[config.mk]
export PLATFORM = sky130hd
export DESIGN_NAME = pll_lock_supervisor
export DESIGN_NICKNAME = d
export VERILOG_FILES = /design/src/rtl/pll_lock_supervisor.sv
export SDC_FILE = /design/constraint.sdc
export NUM_CORES = 1
export LEC_CHECK = 0
export ABC_AREA = 1
export CAP_MARGIN = 20
export CORE_UTILIZATION = 40
export DETAILED_ROUTE_END_ITERATION = 10
export GPL_TIMING_DRIVEN = 1
export PLACE_DENSITY_LB_ADDON = 0.25
export SYNTH_ARGS = -nofsm -noshare
export SYNTH_HDL_FRONTEND = slang
export SYNTH_SLANG_ARGS = --single-unit
[constraint.sdc]
create_clock -name clk -period 3.8 [get_ports clk]
set_input_delay 0.76 -clock clk [delete_from_list [all_inputs] [get_ports clk]]
set_output_delay 0.76 -clock clk [all_outputs]
set_load 0.01 [all_outputs]
[src/rtl/pll_lock_supervisor.sv]
// Power-up and reset sequencer for the core-clock PLL: drives pll_pwd/pll_rst,
// qualifies pll_lock and gates the downstream system reset.
module pll_lock_supervisor #(
    parameter int unsigned RST_CYCLES         = 16,
    parameter int unsigned LOCK_STABLE_CYCLES = 1024,
    parameter int unsigned LOCK_TIMEOUT       = 65536,
    parameter int unsigned MAX_RETRIES        = 3
) (
    input  logic       clk,
    input  logic       rst,
    input  logic       en,
    input  logic       relock_req,
    input  logic       pll_lock,
    output logic       pll_rst,
    output logic       pll_pwd,
    output logic       sys_rst,
    output logic       locked,
    output logic       lost_lock,
    output logic       fail,
    output logic [3:0] retry_cnt
);
    localparam int unsigned MAX_AB  = (RST_CYCLES > LOCK_STABLE_CYCLES) ? RST_CYCLES : LOCK_STABLE_CYCLES;
    localparam int unsigned MAX_CYC = (MAX_AB > LOCK_TIMEOUT) ? MAX_AB : LOCK_TIMEOUT;
    localparam int unsigned CW      = $clog2(MAX_CYC) + 1;

    localparam logic [CW-1:0] RST_LAST     = CW'(RST_CYCLES - 1);
    localparam logic [CW-1:0] STABLE_LAST  = CW'(LOCK_STABLE_CYCLES - 1);
    localparam logic [CW-1:0] TIMEOUT_LAST = CW'(LOCK_TIMEOUT - 1);
    localparam logic [3:0]    RETRY_MAX    = 4'(MAX_RETRIES);

    typedef enum logic [2:0] {
        S_OFF,
        S_RESET,
        S_WAIT_LOCK,
        S_STABLE,
        S_RUN,
        S_FAIL
    } state_t;

    state_t        state, state_next;
    logic [CW-1:0] cnt, cnt_next;
    logic [3:0]    retry_next;
    logic          lost_next;
    logic          restart;
    logic          lock_meta, lock_s;

    always_comb begin
        state_next = state;
        retry_next = retry_cnt;
        lost_next  = 1'b0;
        restart    = 1'b0;

        if (!en) begin
            state_next = S_OFF;
        end else if (relock_req || state == S_OFF) begin
            state_next = S_RESET;
            retry_next = '0;
            restart    = 1'b1;
        end else begin
            case (state)
                S_RESET: begin
                    if (cnt == RST_LAST) state_next = S_WAIT_LOCK;
                end
                S_WAIT_LOCK: begin
                    if (lock_s) begin
                        state_next = S_STABLE;
                    end else if (cnt == TIMEOUT_LAST) begin
                        if (retry_cnt >= RETRY_MAX) begin
                            state_next = S_FAIL;
                        end else begin
                            retry_next = retry_cnt + 4'd1;
                            state_next = S_RESET;
                        end
                    end
                end
                S_STABLE: begin
                    if (!lock_s) begin
                        state_next = S_WAIT_LOCK;
                    end else if (cnt == STABLE_LAST) begin
                        state_next = S_RUN;
                        retry_next = '0;
                    end
                end
                S_RUN: begin
                    if (!lock_s) begin
                        state_next = S_RESET;
                        lost_next  = 1'b1;
                    end
                end
                default: ;
            endcase
        end

        // Counter only runs in timed states; relock restarts it even when RESET re-enters RESET.
        if (restart || state_next != state) begin
            cnt_next = '0;
        end else if (state == S_RESET || state == S_WAIT_LOCK || state == S_STABLE) begin
            cnt_next = cnt + 1'b1;
        end else begin
            cnt_next = '0;
        end
    end

    always_ff @(posedge clk) begin
        if (rst) begin
            lock_meta <= 1'b0;
            lock_s    <= 1'b0;
            state     <= S_RESET;
            cnt       <= '0;
            retry_cnt <= '0;
            pll_rst   <= 1'b1;
            pll_pwd   <= 1'b0;
            sys_rst   <= 1'b1;
            locked    <= 1'b0;
            lost_lock <= 1'b0;
            fail      <= 1'b0;
        end else begin
            lock_meta <= pll_lock;
            lock_s    <= lock_meta;
            state     <= state_next;
            cnt       <= cnt_next;
            retry_cnt <= retry_next;
            pll_pwd   <= (state_next == S_OFF);
            pll_rst   <= (state_next == S_OFF) || (state_next == S_RESET) || (state_next == S_FAIL);
            sys_rst   <= (state_next != S_RUN);
            locked    <= (state_next == S_RUN);
            fail      <= (state_next == S_FAIL);
            lost_lock <= lost_next;
        end
    end
endmodule
==> summary.md, run 1 <==
| Metric | Value |
|---|---|
| Clock Skews | ~3.4 ps |
| Combinational Power Share | ~7.1% |
| Final GP Congestion | ~0.85 |
| Die X | ~65 µm |
| Most frequent cells in the layout | nor2_1 (36), inv_1 (33), nand2_1 (32), dfxtp_1 (32) |
| DR WL/cell | a little under 10 µm |
| TritonCTS Buffers | 5 |
| Drt drc | 0 |
| Int Power | 502 µW |
| Pwr/cell area | 350 mW/mm² |
| N_diodes | 0 |
| H-tree depth | 2 |
| Clock Power Share | between 40% and 50% |
| Seq/Total Area, Yosys | between 30% and 40% |
| First-pass GRT wire length | just over 5000 µm |
| Die Footprint | 0.00427 mm² |
| Share of cells above drive strength 1 | a little over an eighth |
| Via Count | roughly 1300 |
| Sw Ratio | between 20% and 30% |
| M1 GR Usage | 19.6% |
| Area Overhead vs Synth | 16.8% |
| GR Util All Layers | between 10% and 20% |
| Synthesized area | 0.00161 mm² |
| Measured slew at the worst slew-check pin | approximately 570 ps |
| Hold_buf cts | 0 |
| Area after DPL | around 0.0018 mm² |
| Post-Syn Nets | approximately 230 |
| ANT nets after route | 0 |
| Vias per cell | approximately 4.6 |
| CTS tree | done |
| Met2 usage | between 20% and 30% |
| Synth top area cells | dfxtp_1 (40%), nor2_1 (8.4%), inv_1 (7.7%), nand2_1 (7.5%), nand3_1 (4.4%) |
| Grt met3 use | 5.73% |
| Final Cell Area | around 0.0019 mm² |
| Share of the synthesized area in the top cell type | approximately two fifths |
| Top Usage Layer GRT | met2 |
| IO Port Bufs | 14 |
| Syn Inst Count | roughly 220 |
| Synth Area in Adders | under 10% |
| GRT overflow | 0 |
| Vias in the first global route | about 1200 |
| Slew HR | 61.4% |
| 1st-pass router iterations | 4 |
| Clk root buf | clkbuf_8 |
| Final worst path period share | 79.1% |
| VDD IR max | 293 µV |
| Synth cell types | 28 |
| Worst path required time | around 4000 ps |
| RSZ-0062 raised after global routing | false |
| Clk buf depth | 2 |
| Nets@finish | 245 |
| Post-synthesis mux area share | 0% |
| Filler cell count | around 410 |
| Post-synthesis xor/xnor area fraction | under 10% |
| Placed insts | 278 |
| CTS sink cnt | 32 |
| Minimum clock period | ~3000 ps |
| Initial antenna violation count | 0 |
| Post-CTS Setup Repair Bufs | 0 |
| Setup_tns | 0 ps |
| Dpl hpwl | approximately 2100 µm |
| Sequential share of power | 52.6% |
| Leak | around 0.74 nW |
| Commonest non-fill, non-tap cell in the layout | nor2_1 |
| Status | complete, no violations |
| Largest net degree at the start of global routing | 18 |
| Initial Util | a little over two fifths |
| Main combinational cell family by area after synthesis | simple AND/OR/NAND/NOR gates |
| Simple-gate share of the synthesized area | 37.5% |
| # rows | 22 |
| Startpoint types | flop |
| Initial DRC Count | 55 |
| Non-filler cells, final | approximately 290 |
| Crit. End Element | flop |
| Final Hold Violating Endpoints | 0 |
| Core box area | between 0.003 and 0.004 mm² |
| Clk Latency, worst-skew pair | 280 ps |
| Routed WL | about 2800 µm |
| Post-synthesis compound-gate area fraction | 4.13% |
| CTS clk-pin slew, worst paths | 60 ps |
| Psw | 155 µW |
| Crit path DAT | between 3000 and 4000 ps |
| Critical path class | reg -> reg |
| Max Freq | 333 MHz |
| Max-slew violations | 0 |
| Max Cap Violations | 0 |
| Crit Path Max Fanout | 17 |
| Count of state elements after synthesis | 32 |
| Post-CTS resize count | 0 |
| # IOs | 15 |
| Final setup fails | 0 |
| Synth warn | 0 |
| Pwr Total | between 600 and 700 µW |
| Avg Cell Area, Syn | ~7.3 µm² |
| Die extent in y | 65.4 µm |
| Largest area contributor in the netlist | dfxtp_1 |
| Min-delay worst type | reg -> reg |
## per-stage QoR
step	utilization [%]	setup WS [ps]	hold WS, ps
6_report	50.1	796	403
5_1_grt	50.1	310	418
4_1_cts	50.1	768	405
3_5_place_dp	47.7	800	396
3_3_place_gp	47.7	906	394
2_1_floorplan	-	1150	388
## registers in the layout, summed over array words and instances (netlist names)
name / flops
pll_pwd: 1
cnt: 17
lost_lock: 1
sys_rst: 1
pll_rst: 1
retry_cnt: 4
lock_meta: 1
fail: 1
lock_s: 1
state: 3
locked: 1
## worst max-delay path: stages (launching register included)
cell     delay (ps)
dfxtp_1         360
ha_1            230
nand3_2         160
nor4_1          470
nand3_1         200
nor4_1          230
ha_1            260
inv_1            70
a21oi_1         120
o21ai_1          70
inv_1            60
nand3_2          90
nand3_2          90
nor2_1           50
nor2_2          150
nand2_4         170
nor2_1          130
## path summary, 6_finish.rpt
path / from / to / slack [ps] / cells past startpoint
worst min register to register: lock_meta / lock_s / 400 / 2
worst max register to register: cnt[0] / cnt[2] / 800 / 16
worst max-delay path: cnt[0] / cnt[2] / 800 / 16
worst min-delay path: lock_meta / lock_s / 400 / 2
## cell families after synthesis
| group | Yosys count |
|---|---|
| AND/OR/NAND/NOR | 121 |
| buffers and inverters | 38 |
| flip-flops | 32 |
| AO/OA/AOI/OAI | 13 |
| XOR/XNOR | 12 |
| adder cells (fa/ha/maj) | 3 |
## power by group through the flow
| stage | Combinational, mW | Clock (mW) | Sequential [mW] |
|---|---|---|---|
| 6_report | 0.0466 | 0.265 | 0.345 |
| 3_5_place_dp | 0.0474 | 0 | 0.353 |
| 3_3_place_gp | 0.0476 | 0 | 0.352 |
| 2_1_floorplan | 0.0353 | 0 | 0.352 |
| 4_1_cts | 0.0475 | 0.275 | 0.345 |
| 5_1_grt | 0.0531 | 0.290 | 0.346 |
## area by class of cell
cell class | count | area (µm²) | share of cell area, %
sequential | 32 | 641 | 34.1
clock inverter | 2 | 10.0 | 0.533
clock buffer | 6 | 82.6 | 4.40
multi-input combinational | 149 | 812 | 43.3
inverter | 35 | 131 | 7.00
tap | 48 | 60.1 | 3.20
timing repair buffer | 14 | 140 | 7.47
## Yosys cell counts
cell      number
o21ai_1        2
nand3_1       14
o21ai_0        4
and3_1         1
inv_2          2
xor2_1         6
nand2_4        1
nor3_1         5
a31oi_1        1
nor4_1         2
nand2_2        4
nand3_2        3
xnor2_1        6
nand2_1       32
nand4_1        6
ha_1           3
nor3_4         1
dfxtp_1       32
nor2_2        11
clkbuf_1       1
nor2_1        36
buf_6          1
buf_4          1
a21oi_1        6
nor2_4         2
nand3b_1       1
nor3b_1        2
inv_1         33
## layer usage
| layer | wire [µm] | part of all wire (%) | vias up |
|---|---|---|---|
| met4 | 68 | 2.5 | 0 |
| met1 | 1450 | 52 | 568 |
| met2 | 1140 | 42 | 16 |
| met3 | 97 | 3.5 | 6 |
| met5 | 0 | 0 | - |
| li1 | - | - | 720 |
Power figures use the tool's default switching activity.
==> inputs of run 2 (changes only) <==
==> constraint.sdc (replaced) <==
create_clock -name clk -period 2.9 [get_ports clk]
set_input_delay 0.58 -clock clk [delete_from_list [all_inputs] [get_ports clk]]
set_output_delay 0.58 -clock clk [all_outputs]
set_load 0.01 [all_outputs]
==> run 2 against run 1 <==
  * Design area grew 2.7%
  * Combinational power grew 38%
  * Clock skew shrank 0.57 ps
  * Global-route usage shrank 0.079 points
  * Sequential cell count is the same
  * Die area is the same
  * Clock power grew 32%
  * Non-clock buffer count grew 2
  * Utilization grew 1.3 points
  * Largest power group unchanged
  * Highest routed layer unchanged
==> summary.md, run 2 (synthesis gave the netlist of run 1 again) <==
| Metric | Value |
|---|---|
| Status | complete, no violations |
| Max Cap Violations | 0 |
| # rows | 22 |
| Via Count | 1343 |
| Die extent in y | approximately 65 µm |
| Pwr/cell area | about 450 mW/mm² |
| Placed insts | between 200 and 300 |
| Clk buf depth | 2 |
| Min-delay worst type | reg -> reg |
| Non-filler cells, final | roughly 290 |
| Worst Setup SP | cnt[0] |
| Worst path max stage delay | roughly 360 ps |
| CTS sink cnt | 32 |
| Initial antenna violation count | 0 |
| GRT overflow | 0 |
| Core box area | ~0.0037 mm² |
| Final worst path period share | about nine tenths |
| H-tree depth | 2 |
| Clk Latency, worst-skew pair | 280 ps |
| Area Overhead vs Synth | 19.9% |
| First-pass GRT wire length | roughly 5000 µm |
| Most Frequent Cell on Critical Path | nand3_2 |
| Max Freq | between 300 and 400 MHz |
| Crit. path cell count | 17 |
| Vias in the first global route | approximately 1200 |
| Measured slew at the worst slew-check pin | ~350 ps |
| Commonest non-fill, non-tap cell in the layout | nor2_1 |
| Minimum clock period | around 2600 ps |
| Max-slew violations | 0 |
| IO Port Bufs | 14 |
| R2R Path Start | cnt[0] |
| Startpoint types | flop |
| Final Hold Violating Endpoints | 0 |
| Slew HR | roughly three quarters |
| # IOs | 15 |
| Crit. End Element | flop |
| FF-to-FF path depth | 17 |
| Largest net degree at the start of global routing | 18 |
| Final setup fails | 0 |
| Setup_tns | 0 ps |
| Filler cell count | between 300 and 400 |
| Number of flip-flops under the largest register name | 17 |
| Initial Util | 42.9% |
| CTS clk-pin slew, worst paths | roughly 60 ps |
| Die X | ~65 µm |
| Worst setup margin | approximately 260 ps |
| Final GP Congestion | 0.903 |
| Nets@finish | ~250 |
| Pre-CTS setup slack | between 150 and 200 ps |
| Min Hold Slack | 406 ps |
| Clock Skews | roughly 2.8 ps |
| 1st-pass router iterations | 5 |
| Crit Path Max Fanout | 17 |
| Worst reg2reg setup slack | between 200 and 300 ps |
| Critical path class | reg -> reg |
| TritonCTS Buffers | 5 |
| Critical Path Sink | cnt[1] |
| Die Footprint | approximately 0.0043 mm² |
| Drt drc | 0 |
| DR WL/cell | 10.1 µm |
| Clk root buf | clkbuf_8 |
| Dpl hpwl | ~2200 µm |
| Buf+Inv Stages, Crit Path | 3 |
| VDD IR max | around 310 µV |
| Most frequent cells in the layout | nor2_1 (36), inv_1 (33), nand2_1 (32), dfxtp_1 (32) |
| Crit-path cells | ha_2 -> nand3_2 -> nor4_4 -> buf_4 -> nand3_1 -> nor4_2 -> ha_2 -> inv_1 -> a21oi_1 -> o21ai_1 -> inv_1 -> nand3_2 -> nand3_2 -> nor2_1 -> nor2_2 -> nand2_8 -> nor2_1 |
| N_diodes | 0 |
| Crit path DAT | approximately 2900 ps |
| Most flops, register | cnt |
| Leak | ~0.76 nW |
| Vias per cell | 4.66 |
| Routed WL | 2900 µm |
| CTS tree | done |
| Reg2reg end | cnt[1] |
| ANT nets after route | 0 |
| Share of cells above drive strength 1 | ~16% |
| GR Util All Layers | around 16% |
| Worst path required time | 3120 ps |
| Critical Path Slowest Stage Cell | dfxtp_1 |
| Initial DRC Count | 45 |
| Family with the most delay on the worst path | simple AND/OR/NAND/NOR gates |
| Biggest regs | cnt (17), retry_cnt (4), state (3) |
-- run 2: cell types whose count changed in the layout (fill, tap and decap cells not counted), sizes merged --
cell and delta:
buf +2
-- run 2: timing repair --
action,CTS,global route
endpoints found under the setup margin,0,17
resized for setup,0,6
buffers inserted,0,1
hold buffers,0,0
-- run 2: report_power, final --
| part | switching, mW | total (mW) | internal (mW) | leakage [nW] |
|---|---|---|---|---|
| clock | 0.160 | 0.349 | 0.189 | 0.0510 |
| combinational | 0.0407 | 0.0645 | 0.0238 | 0.452 |
| sequential | 0.00630 | 0.452 | 0.446 | 0.259 |
-- run 2: per-stage QoR --
step | total power [mW] | util [%] | instance area (µm²)
global route | 0.907 | 51.5 | 1930
detailed placement | 0.524 | 47.9 | 1790
CTS | 0.875 | 50.3 | 1880
global placement | 0.524 | 47.9 | 1790
floorplan | 0.507 | - | 1610
finish | 0.865 | 51.5 | 1930
-- run 2: cell type report --
| cell class | instances | area [µm²] | share of cell area (%) |
|---|---|---|---|
| sequential | 32 | 641 | 33.2 |
| tap | 48 | 60.1 | 3.12 |
| multi-input combinational | 149 | 847 | 44.0 |
| timing repair buffer | 16 | 155 | 8.05 |
| clock inverter | 2 | 10.0 | 0.519 |
| clock buffer | 6 | 82.6 | 4.29 |
| inverter | 35 | 131 | 6.82 |
-- run 2: worst min path at each step --
stage              start      to  slack [ps]  cells past startpoint
5_1_grt        lock_meta  lock_s         420                      2
6_report       lock_meta  lock_s         410                      2
3_3_place_gp   lock_meta  lock_s         390                      2
4_1_cts        lock_meta  lock_s         410                      2
3_5_place_dp   lock_meta  lock_s         400                      2
2_1_floorplan  lock_meta  lock_s         390                      2
-- run 2: routing by layer --
metal  track usage, %  up-vias  part of all wire (%)
li1                 -      721                     -
met1             20.7      579                    52
met2             23.3       36                    41
met3             4.69        7                   4.9
met4             8.15        0                   2.2
met5                0        -                     0
-- run 2: worst register-to-register path: stages (launching register included) --
cell and delay [ps]:
dfxtp_1 360, ha_2 220, nand3_2 170, nor4_4 170, buf_4 160, nand3_1 100, nor4_2 170, ha_2 220
inv_1 50, a21oi_1 120, o21ai_1 70, inv_1 60, nand3_2 90, nand3_2 90, nor2_1 50, nor2_2 220
nand2_8 140, nor2_1 110
